[src/rtl/hazard_pkg.sv]
// Shared types for the pipeline hazard unit: forwarding selects, stage tags and
// the hazard/forwarding match helpers used by pipe_hazard_unit.
package hazard_pkg;

  // Tags are stored at RV32I width; narrower register files are zero-extended.
  localparam int unsigned REG_AW_MAX = 5;

  localparam logic [REG_AW_MAX-1:0] REG_X0 = '0;

  typedef enum logic [1:0] {
    FWD_RF  = 2'b00,
    FWD_WB  = 2'b01,
    FWD_MEM = 2'b10
  } fwd_sel_t;

  typedef struct packed {
    logic                  valid;
    logic                  we;
    logic                  ld;
    logic [REG_AW_MAX-1:0] rd;
  } stage_tag_t;

  localparam stage_tag_t TAG_BUBBLE = '0;

  function automatic logic fwd_hit(input stage_tag_t t, input logic [REG_AW_MAX-1:0] src);
    return t.valid & t.we & (t.rd == src);
  endfunction

  function automatic logic load_hz(input stage_tag_t t,
                                   input logic u1, input logic [REG_AW_MAX-1:0] s1,
                                   input logic u2, input logic [REG_AW_MAX-1:0] s2);
    return t.valid & t.we & t.ld & (t.rd != REG_X0) &
           ((u1 & (t.rd == s1)) | (u2 & (t.rd == s2)));
  endfunction

  function automatic fwd_sel_t fwd_pick(input logic use_src, input logic [REG_AW_MAX-1:0] src,
                                        input stage_tag_t mem, input stage_tag_t wb);
    if (!use_src || src == REG_X0) return FWD_RF;
    else if (fwd_hit(mem, src))     return FWD_MEM;
    else if (fwd_hit(wb, src))      return FWD_WB;
    else                            return FWD_RF;
  endfunction

endpackage

[src/rtl/hazard_perf_cnt.sv]
// Saturating event counter for hazard statistics; synchronous active-high reset.
module hazard_perf_cnt #(
  parameter int unsigned CNT_W = 32
) (
  input  logic             clk,
  input  logic             rst,
  input  logic             inc_i,
  output logic [CNT_W-1:0] cnt_o
);

  logic [CNT_W-1:0] cnt_q, cnt_d;

  always_comb begin
    cnt_d = cnt_q;
    if (inc_i && (cnt_q != '1)) cnt_d = cnt_q + CNT_W'(1);
  end

  always_ff @(posedge clk) begin
    if (rst) cnt_q <= '0;
    else     cnt_q <= cnt_d;
  end

  assign cnt_o = cnt_q;

endmodule

[src/rtl/pipe_hazard_unit.sv]
// Hazard/forwarding controller for the 5-stage pipeline: tracks EX/MEM/WB tags,
// drives forwarding selects, load-use stalls, branch flushes and mem_wait freeze.
// Optional perf counters are built when HAZARD_PERF_EN is defined.
module pipe_hazard_unit
  import hazard_pkg::*;
#(
  parameter int unsigned REG_AW       = 5,
  parameter int unsigned LOAD_BUBBLES = 1,
  parameter int unsigned CNT_W        = 32
) (
  input  logic              clk,
  input  logic              rst,
  input  logic              id_valid,
  input  logic [REG_AW-1:0] id_rs1,
  input  logic [REG_AW-1:0] id_rs2,
  input  logic              id_use_rs1,
  input  logic              id_use_rs2,
  input  logic [REG_AW-1:0] id_rd,
  input  logic              id_reg_write,
  input  logic              id_is_load,
  input  logic              ex_branch_taken,
  input  logic              mem_wait,
  output logic              stall_if,
  output logic              stall_id,
  output logic              stall_ex_mem,
  output logic              flush_id,
  output logic              flush_ex,
  output fwd_sel_t          fwd_a_sel,
  output fwd_sel_t          fwd_b_sel,
  output logic [CNT_W-1:0]  perf_stall_cnt,
  output logic [CNT_W-1:0]  perf_flush_cnt
);

  stage_tag_t ex_q, ex_d, mem_q, mem_d, wb_q, wb_d;
  logic [REG_AW_MAX-1:0] ex_rs1_q, ex_rs1_d, ex_rs2_q, ex_rs2_d;
  logic ex_use1_q, ex_use1_d, ex_use2_q, ex_use2_d;

  logic [REG_AW_MAX-1:0] id_rs1_w, id_rs2_w, id_rd_w;
  logic hz_ex, hz_mem, lu_stall, br_flush, issue;

  assign id_rs1_w = REG_AW_MAX'(id_rs1);
  assign id_rs2_w = REG_AW_MAX'(id_rs2);
  assign id_rd_w  = REG_AW_MAX'(id_rd);

  always_comb begin
    hz_ex    = load_hz(ex_q, id_use_rs1, id_rs1_w, id_use_rs2, id_rs2_w);
    hz_mem   = (LOAD_BUBBLES == 2) ? load_hz(mem_q, id_use_rs1, id_rs1_w, id_use_rs2, id_rs2_w)
                                   : 1'b0;
    lu_stall = hz_ex | hz_mem;
    br_flush = ex_branch_taken & ~mem_wait;
    // A taken branch squashes ID, so a conflicting ID instruction never issues.
    issue    = id_valid & ~mem_wait & ~ex_branch_taken & ~lu_stall;
  end

  always_comb begin
    stall_if     = 1'b0;
    stall_id     = 1'b0;
    stall_ex_mem = 1'b0;
    flush_id     = 1'b0;
    flush_ex     = 1'b0;
    if (mem_wait) begin
      stall_if     = 1'b1;
      stall_id     = 1'b1;
      stall_ex_mem = 1'b1;
    end else if (br_flush) begin
      flush_id = 1'b1;
      flush_ex = 1'b1;
    end else if (lu_stall) begin
      stall_if = 1'b1;
      stall_id = 1'b1;
      flush_ex = 1'b1;
    end
  end

  always_comb begin
    ex_d      = ex_q;
    mem_d     = mem_q;
    wb_d      = wb_q;
    ex_rs1_d  = ex_rs1_q;
    ex_rs2_d  = ex_rs2_q;
    ex_use1_d = ex_use1_q;
    ex_use2_d = ex_use2_q;
    if (!mem_wait) begin
      wb_d  = mem_q;
      mem_d = ex_q;
      if (issue) begin
        ex_d      = '{valid: 1'b1, we: id_reg_write, ld: id_is_load, rd: id_rd_w};
        ex_rs1_d  = id_rs1_w;
        ex_rs2_d  = id_rs2_w;
        ex_use1_d = id_use_rs1;
        ex_use2_d = id_use_rs2;
      end else begin
        ex_d      = TAG_BUBBLE;
        ex_rs1_d  = REG_X0;
        ex_rs2_d  = REG_X0;
        ex_use1_d = 1'b0;
        ex_use2_d = 1'b0;
      end
    end
  end

  always_ff @(posedge clk) begin
    if (rst) begin
      ex_q      <= TAG_BUBBLE;
      mem_q     <= TAG_BUBBLE;
      wb_q      <= TAG_BUBBLE;
      ex_rs1_q  <= REG_X0;
      ex_rs2_q  <= REG_X0;
      ex_use1_q <= 1'b0;
      ex_use2_q <= 1'b0;
    end else begin
      ex_q      <= ex_d;
      mem_q     <= mem_d;
      wb_q      <= wb_d;
      ex_rs1_q  <= ex_rs1_d;
      ex_rs2_q  <= ex_rs2_d;
      ex_use1_q <= ex_use1_d;
      ex_use2_q <= ex_use2_d;
    end
  end

  assign fwd_a_sel = fwd_pick(ex_use1_q, ex_rs1_q, mem_q, wb_q);
  assign fwd_b_sel = fwd_pick(ex_use2_q, ex_rs2_q, mem_q, wb_q);

`ifdef HAZARD_PERF_EN
  logic stall_evt;
  assign stall_evt = lu_stall & ~mem_wait & ~br_flush;

  hazard_perf_cnt #(.CNT_W(CNT_W)) u_stall_cnt (
    .clk   (clk),
    .rst   (rst),
    .inc_i (stall_evt),
    .cnt_o (perf_stall_cnt)
  );

  hazard_perf_cnt #(.CNT_W(CNT_W)) u_flush_cnt (
    .clk   (clk),
    .rst   (rst),
    .inc_i (br_flush),
    .cnt_o (perf_flush_cnt)
  );
`else
  assign perf_stall_cnt = '0;
  assign perf_flush_cnt = '0;
`endif

endmodule

[config.mk]
export PLATFORM = sky130hd
export DESIGN_NAME = pipe_hazard_unit
export DESIGN_NICKNAME = d
export VERILOG_FILES = /design/src/rtl/hazard_pkg.sv /design/src/rtl/hazard_perf_cnt.sv /design/src/rtl/pipe_hazard_unit.sv
export SDC_FILE = /design/constraint.sdc
export NUM_CORES = 1
export LEC_CHECK = 0
export CAP_MARGIN = 10
export CORE_MARGIN = 1
export CORE_UTILIZATION = 38
export CTS_BUF_LIST = sky130_fd_sc_hd__clkbuf_4
export DETAILED_ROUTE_END_ITERATION = 8
export HOLD_SLACK_MARGIN = 0.05
export PLACE_DENSITY = 0.78
export SYNTH_ARGS = -nofsm -noshare
export SYNTH_HDL_FRONTEND = slang
export SYNTH_SLANG_ARGS = --single-unit
[constraint.sdc]
create_clock -name clk -period 1.45 [get_ports clk]
set_input_delay 0.145 -clock clk [delete_from_list [all_inputs] [get_ports clk]]
set_output_delay 0.145 -clock clk [all_outputs]
set_load 0.005 [all_outputs]
==> metrics list <==
* Simple-gate portion of the synthesized area: 10.15%
- Cell count after synthesis: 220
- Routability-driven placement finished with a final weighted congestion of 0.8362.
* Worst-path cell with the longest stage delay: sky130_fd_sc_hd__dfxtp_4
* Initial core utilization: 39.79%
- The setup path with the least slack is of type register to primary output.
- Top cells by area, synth: sky130_fd_sc_hd__dfxtp_1 33%, sky130_fd_sc_hd__buf_4 24%, sky130_fd_sc_hd__xnor2_1 8.5%, sky130_fd_sc_hd__a22o_1 8.1%, sky130_fd_sc_hd__mux2i_1 6.8%
- The detailed router placed 1669 vias in this run.
- The smallest clock period supported by the final layout is computed as 1.861 ns.
- Startpoint Class: register
- Failing checks: negative setup slack
- Across the VDD grid, the largest voltage drop is 453.0 µV.
- R2r startpoint: ex_q[4]
- After detailed routing, the total wire length is 4997 µm.
- Cts bufs inserted: 5
* Number of instances in the placed design: 349
- The area growth from synthesis to layout is 36.05%.
- The number of antenna violations at the first check in global routing was 0.
- Count of warnings emitted by yosys: 0
- Post-synthesis average cell area: 9.356 µm²
* Max-slew violation count: 0
* Largest family of logic cells by synthesized area: buffers and inverters
* Mux contribution to synthesized area: 6.809%
* Synthesized area: 2058 µm²
- Termination of the worst setup path: fwd_b_sel[0]
- In this run the deepest clock path goes through 2 buffers.
* Die Ht: 75.60 µm
* Crit. Startpoint: ex_rs2_q[1]
* Placeable Area: 5172 µm²
- In this run the worst path has a maximum fanout of 3.
- Internal reg-to-reg setup slack: -0.13 ns
* Die Width: 75.60 µm
- First-pass GRT wire length: 7534 µm
- Total power for the finished layout comes to 1842 µW.
* Outcome: finished, violations left
* Flip-flop and latch count after synthesis: 34
* Clock tree sinks: 34
- Number of library cell types mapped by synthesis: 25
* Synth top area share: 33.07%
* I/O pin cnt: 97
- Summing the areas of all compound-gate instances in the mapped netlist gives 10.52% of the synthesized area.
- Detailed-routing iteration count for the pre-antenna-repair pass: 4
* TritonCTS clock tree: done
* Total congestion overflow after global routing: 0
- Setup repair after global routing could not meet its margin everywhere.
* Clock-pin transition on the worst setup and hold timing paths: 0.10 ns
- Data required time at the worst endpoint: 1.31 ns
- The die covers 5715 µm².
- After detailed routing, the number of remaining DRC violations is 0.
- Area share of xor/xnor cells in the synthesized design: 12.77%
- The endpoint identified for the worst register-to-register timing path is ex_use2_q.
* Post-route insts no fill: 378
* Level count of the clock H-tree: 2
- Critical Path AT: 1.72 ns
- Avg WL per Cell: 13.22 µm
- The tightest min-delay check is of the primary input to register type.
* Worst path cell trace: buf_6, xor2_1, nor4_1, nand4_1, nor3_2, buf_2
- After legalization and detailed placement, the total HPWL measured 3289 µm.
- The largest total area in the synthesized netlist belongs to sky130_fd_sc_hd__dfxtp_1.
* Hold buffer count at cts: 0
* Clk_lat worst skew: 0.34 ns
- Setup violations remaining at the end of the flow were counted as 27.
* Number of maximum-capacitance violations: 0
- On the worst path, the slowest cell contributes a delay of 0.37 ns.
- In this run the clock root is driven by a sky130_fd_sc_hd__clkbuf_4.
- Cell area power density: 657.9 nW/µm²
* Hold violation total from the final report: 0
* Number of diodes added for antenna fixing: 0
- Number of violations reported at the end of detailed-routing iteration 0: 44
- Port Buffers: 32
* GRT Util Overall: 18.25%
- For this design the static power due to leakage is 0.001330 µW.
* Number of cells on the worst reg-to-reg path: 7
- Std-Cell Rows: 26
- Proportion of layout cells with a drive suffix above 1: 32.79%
- The worst setup path is captured at a primary output.
* Fmax achieved: 0.5375 GHz
- Once routing completed, OpenROAD measured the worst setup slack at -0.4106 ns.
- In this run the remaining antenna-violating nets after routing total 0.
- The synthesized netlist devotes 0% of its cell area to adder and majority cells.
- Average vias per placed instance: 4.415
- The number of global-route vias before repair was 1581.
* Final net count: 331
- Maximum number of pins on one net before global-route repair: 20
* Worst clock skew: 0.003425 ns
- After layout, the worst path uses 128.3% of the clock period.
- Sequential cells were found to cover 33.07% of the synthesized design area.
==> layout make-up <==
type / instances / area [µm²]
fill: 464 / 2372
clock inverter: 2 / 8.758
multi-input combinational: 179 / 1225
clock buffer: 6 / 45.04
tap: 70 / 87.58
timing repair buffer: 87 / 726.9
sequential: 34 / 706.9
==> power by group <==
part,internal [µW],switching [µW],leakage [µW],total [µW]
registers,945,20.8,0.000282,966
clock network,201,324,0.0000331,525
logic,189,163,0.00102,351
==> cells by family (layout without fill, tap and decap cells) <==
kind of cell / after synthesis / in the layout
xor gates and xnor gates: 30 / 30
and+or+nand+nor: 41 / 41
muxes: 14 / 14
DFF: 34 / 34
buffers and inverters: 73 / 95
AOI/OAI and AO/OA: 27 / 30
other: 1 / 64
==> layout by cell type (no fill, tap or decap), types with 4 or more instances in the layout <==
cell,count
sky130_fd_sc_hd__a21oi_4,4
sky130_fd_sc_hd__a22o_1,19
sky130_fd_sc_hd__buf_2,7
sky130_fd_sc_hd__buf_4,50
sky130_fd_sc_hd__clkbuf_4,6
sky130_fd_sc_hd__clkdlybuf4s50_1,23
sky130_fd_sc_hd__conb_1,64
sky130_fd_sc_hd__dfxtp_1,23
sky130_fd_sc_hd__dfxtp_2,6
sky130_fd_sc_hd__dfxtp_4,5
sky130_fd_sc_hd__mux2i_1,14
sky130_fd_sc_hd__nand2_1,4
sky130_fd_sc_hd__nand4_1,6
sky130_fd_sc_hd__nor2_1,16
sky130_fd_sc_hd__xnor2_1,17
sky130_fd_sc_hd__xor2_1,10
==> through the flow <==
step / TNS (ns) / hold slack (ns) / worst slack (ns) / utilization (%) / area (µm²)
global placement: -16.96 / 0.4593 / -0.7177 / 47.07 / 2435
global route: -7.212 / 0.3997 / -0.5002 / 54.14 / 2800
floorplan: 0 / 0.2174 / 0.01439 / - / 2295
detailed placement: -18.15 / 0.4679 / -0.7875 / 47.07 / 2435
finish: -4.557 / 0.3994 / -0.4106 / 54.14 / 2800
CTS: -2.447 / 0.3915 / -0.4096 / 52.23 / 2701
==> flip-flops by register name (all words and copies together), names as in the netlist <==
register,cells
ex_use2_q,1
mem_q,7
ex_q,8
ex_use1_q,1
ex_rs2_q,5
ex_rs1_q,5
wb_q,7
==> worst min path at each step <==
| stage | startpoint | end | slack, ns | depth (start not counted) |
|---|---|---|---|---|
| after detailed placement | ex_q[5] | ex_q[5] | 0.47 | 1 |
| after global placement | ex_q[5] | ex_q[5] | 0.46 | 1 |
| after floorplan | rst | mem_q[1] | 0.22 | 1 |
| final | id_is_load | ex_q[5] | 0.40 | 2 |
| after global routing | id_is_load | ex_q[5] | 0.40 | 2 |
| after CTS | id_is_load | ex_q[5] | 0.39 | 2 |
==> routing by layer <==
layer  share of wire (%)  vias to the layer above  GRT usage [%]  routed length, µm
li1                    -                      801              -                  -
met1                  41                      783          21.69               2055
met2                  51                       74          30.65               2573
met3                 4.9                       11          4.894                245
met4                 2.4                        0          8.642                122
met5                   0                        -              0                  0
==> cells in the mapped netlist <==
| cell type | n |
|---|---|
| sky130_fd_sc_hd__o21bai_1 | 1 |
| sky130_fd_sc_hd__o22ai_1 | 1 |
| sky130_fd_sc_hd__a21o_1 | 1 |
| sky130_fd_sc_hd__conb_1 | 1 |
| sky130_fd_sc_hd__nand4_1 | 6 |
| sky130_fd_sc_hd__nor2b_1 | 2 |
| sky130_fd_sc_hd__o21ai_0 | 2 |
| sky130_fd_sc_hd__mux2i_1 | 14 |
| sky130_fd_sc_hd__a22o_1 | 19 |
| sky130_fd_sc_hd__nor2_1 | 16 |
| sky130_fd_sc_hd__or4_1 | 2 |
| sky130_fd_sc_hd__nand2_1 | 4 |
| sky130_fd_sc_hd__or4b_4 | 1 |
| sky130_fd_sc_hd__buf_2 | 1 |
| sky130_fd_sc_hd__nor3_1 | 5 |
| sky130_fd_sc_hd__xor2_1 | 10 |
| sky130_fd_sc_hd__clkbuf_1 | 3 |
| sky130_fd_sc_hd__a21oi_2 | 1 |
| sky130_fd_sc_hd__nand3_1 | 1 |
| sky130_fd_sc_hd__buf_4 | 66 |
| sky130_fd_sc_hd__xnor2_1 | 20 |
| sky130_fd_sc_hd__buf_6 | 3 |
| sky130_fd_sc_hd__dfxtp_1 | 34 |
| sky130_fd_sc_hd__nor4_1 | 4 |
| sky130_fd_sc_hd__a21oi_1 | 2 |
==> critical path, delay by kind of cell (launching register included) <==
kind / cells / cell delay [ns]
xor+xnor: 1 / 0.16
buf+inv: 2 / 0.25
flops: 1 / 0.37
simple gates: 3 / 0.59
==> what timing repair did <==
| action | 4_1_cts | 5_1_grt |
|---|---|---|
| pin swaps | 37 | 10 |
| resized for setup | 69 | 9 |
| cloned | 3 | 0 |
| buffers inserted | 10 | 10 |
| setup endpoints to repair | 29 | 28 |
Power figures use the tool's default switching activity.
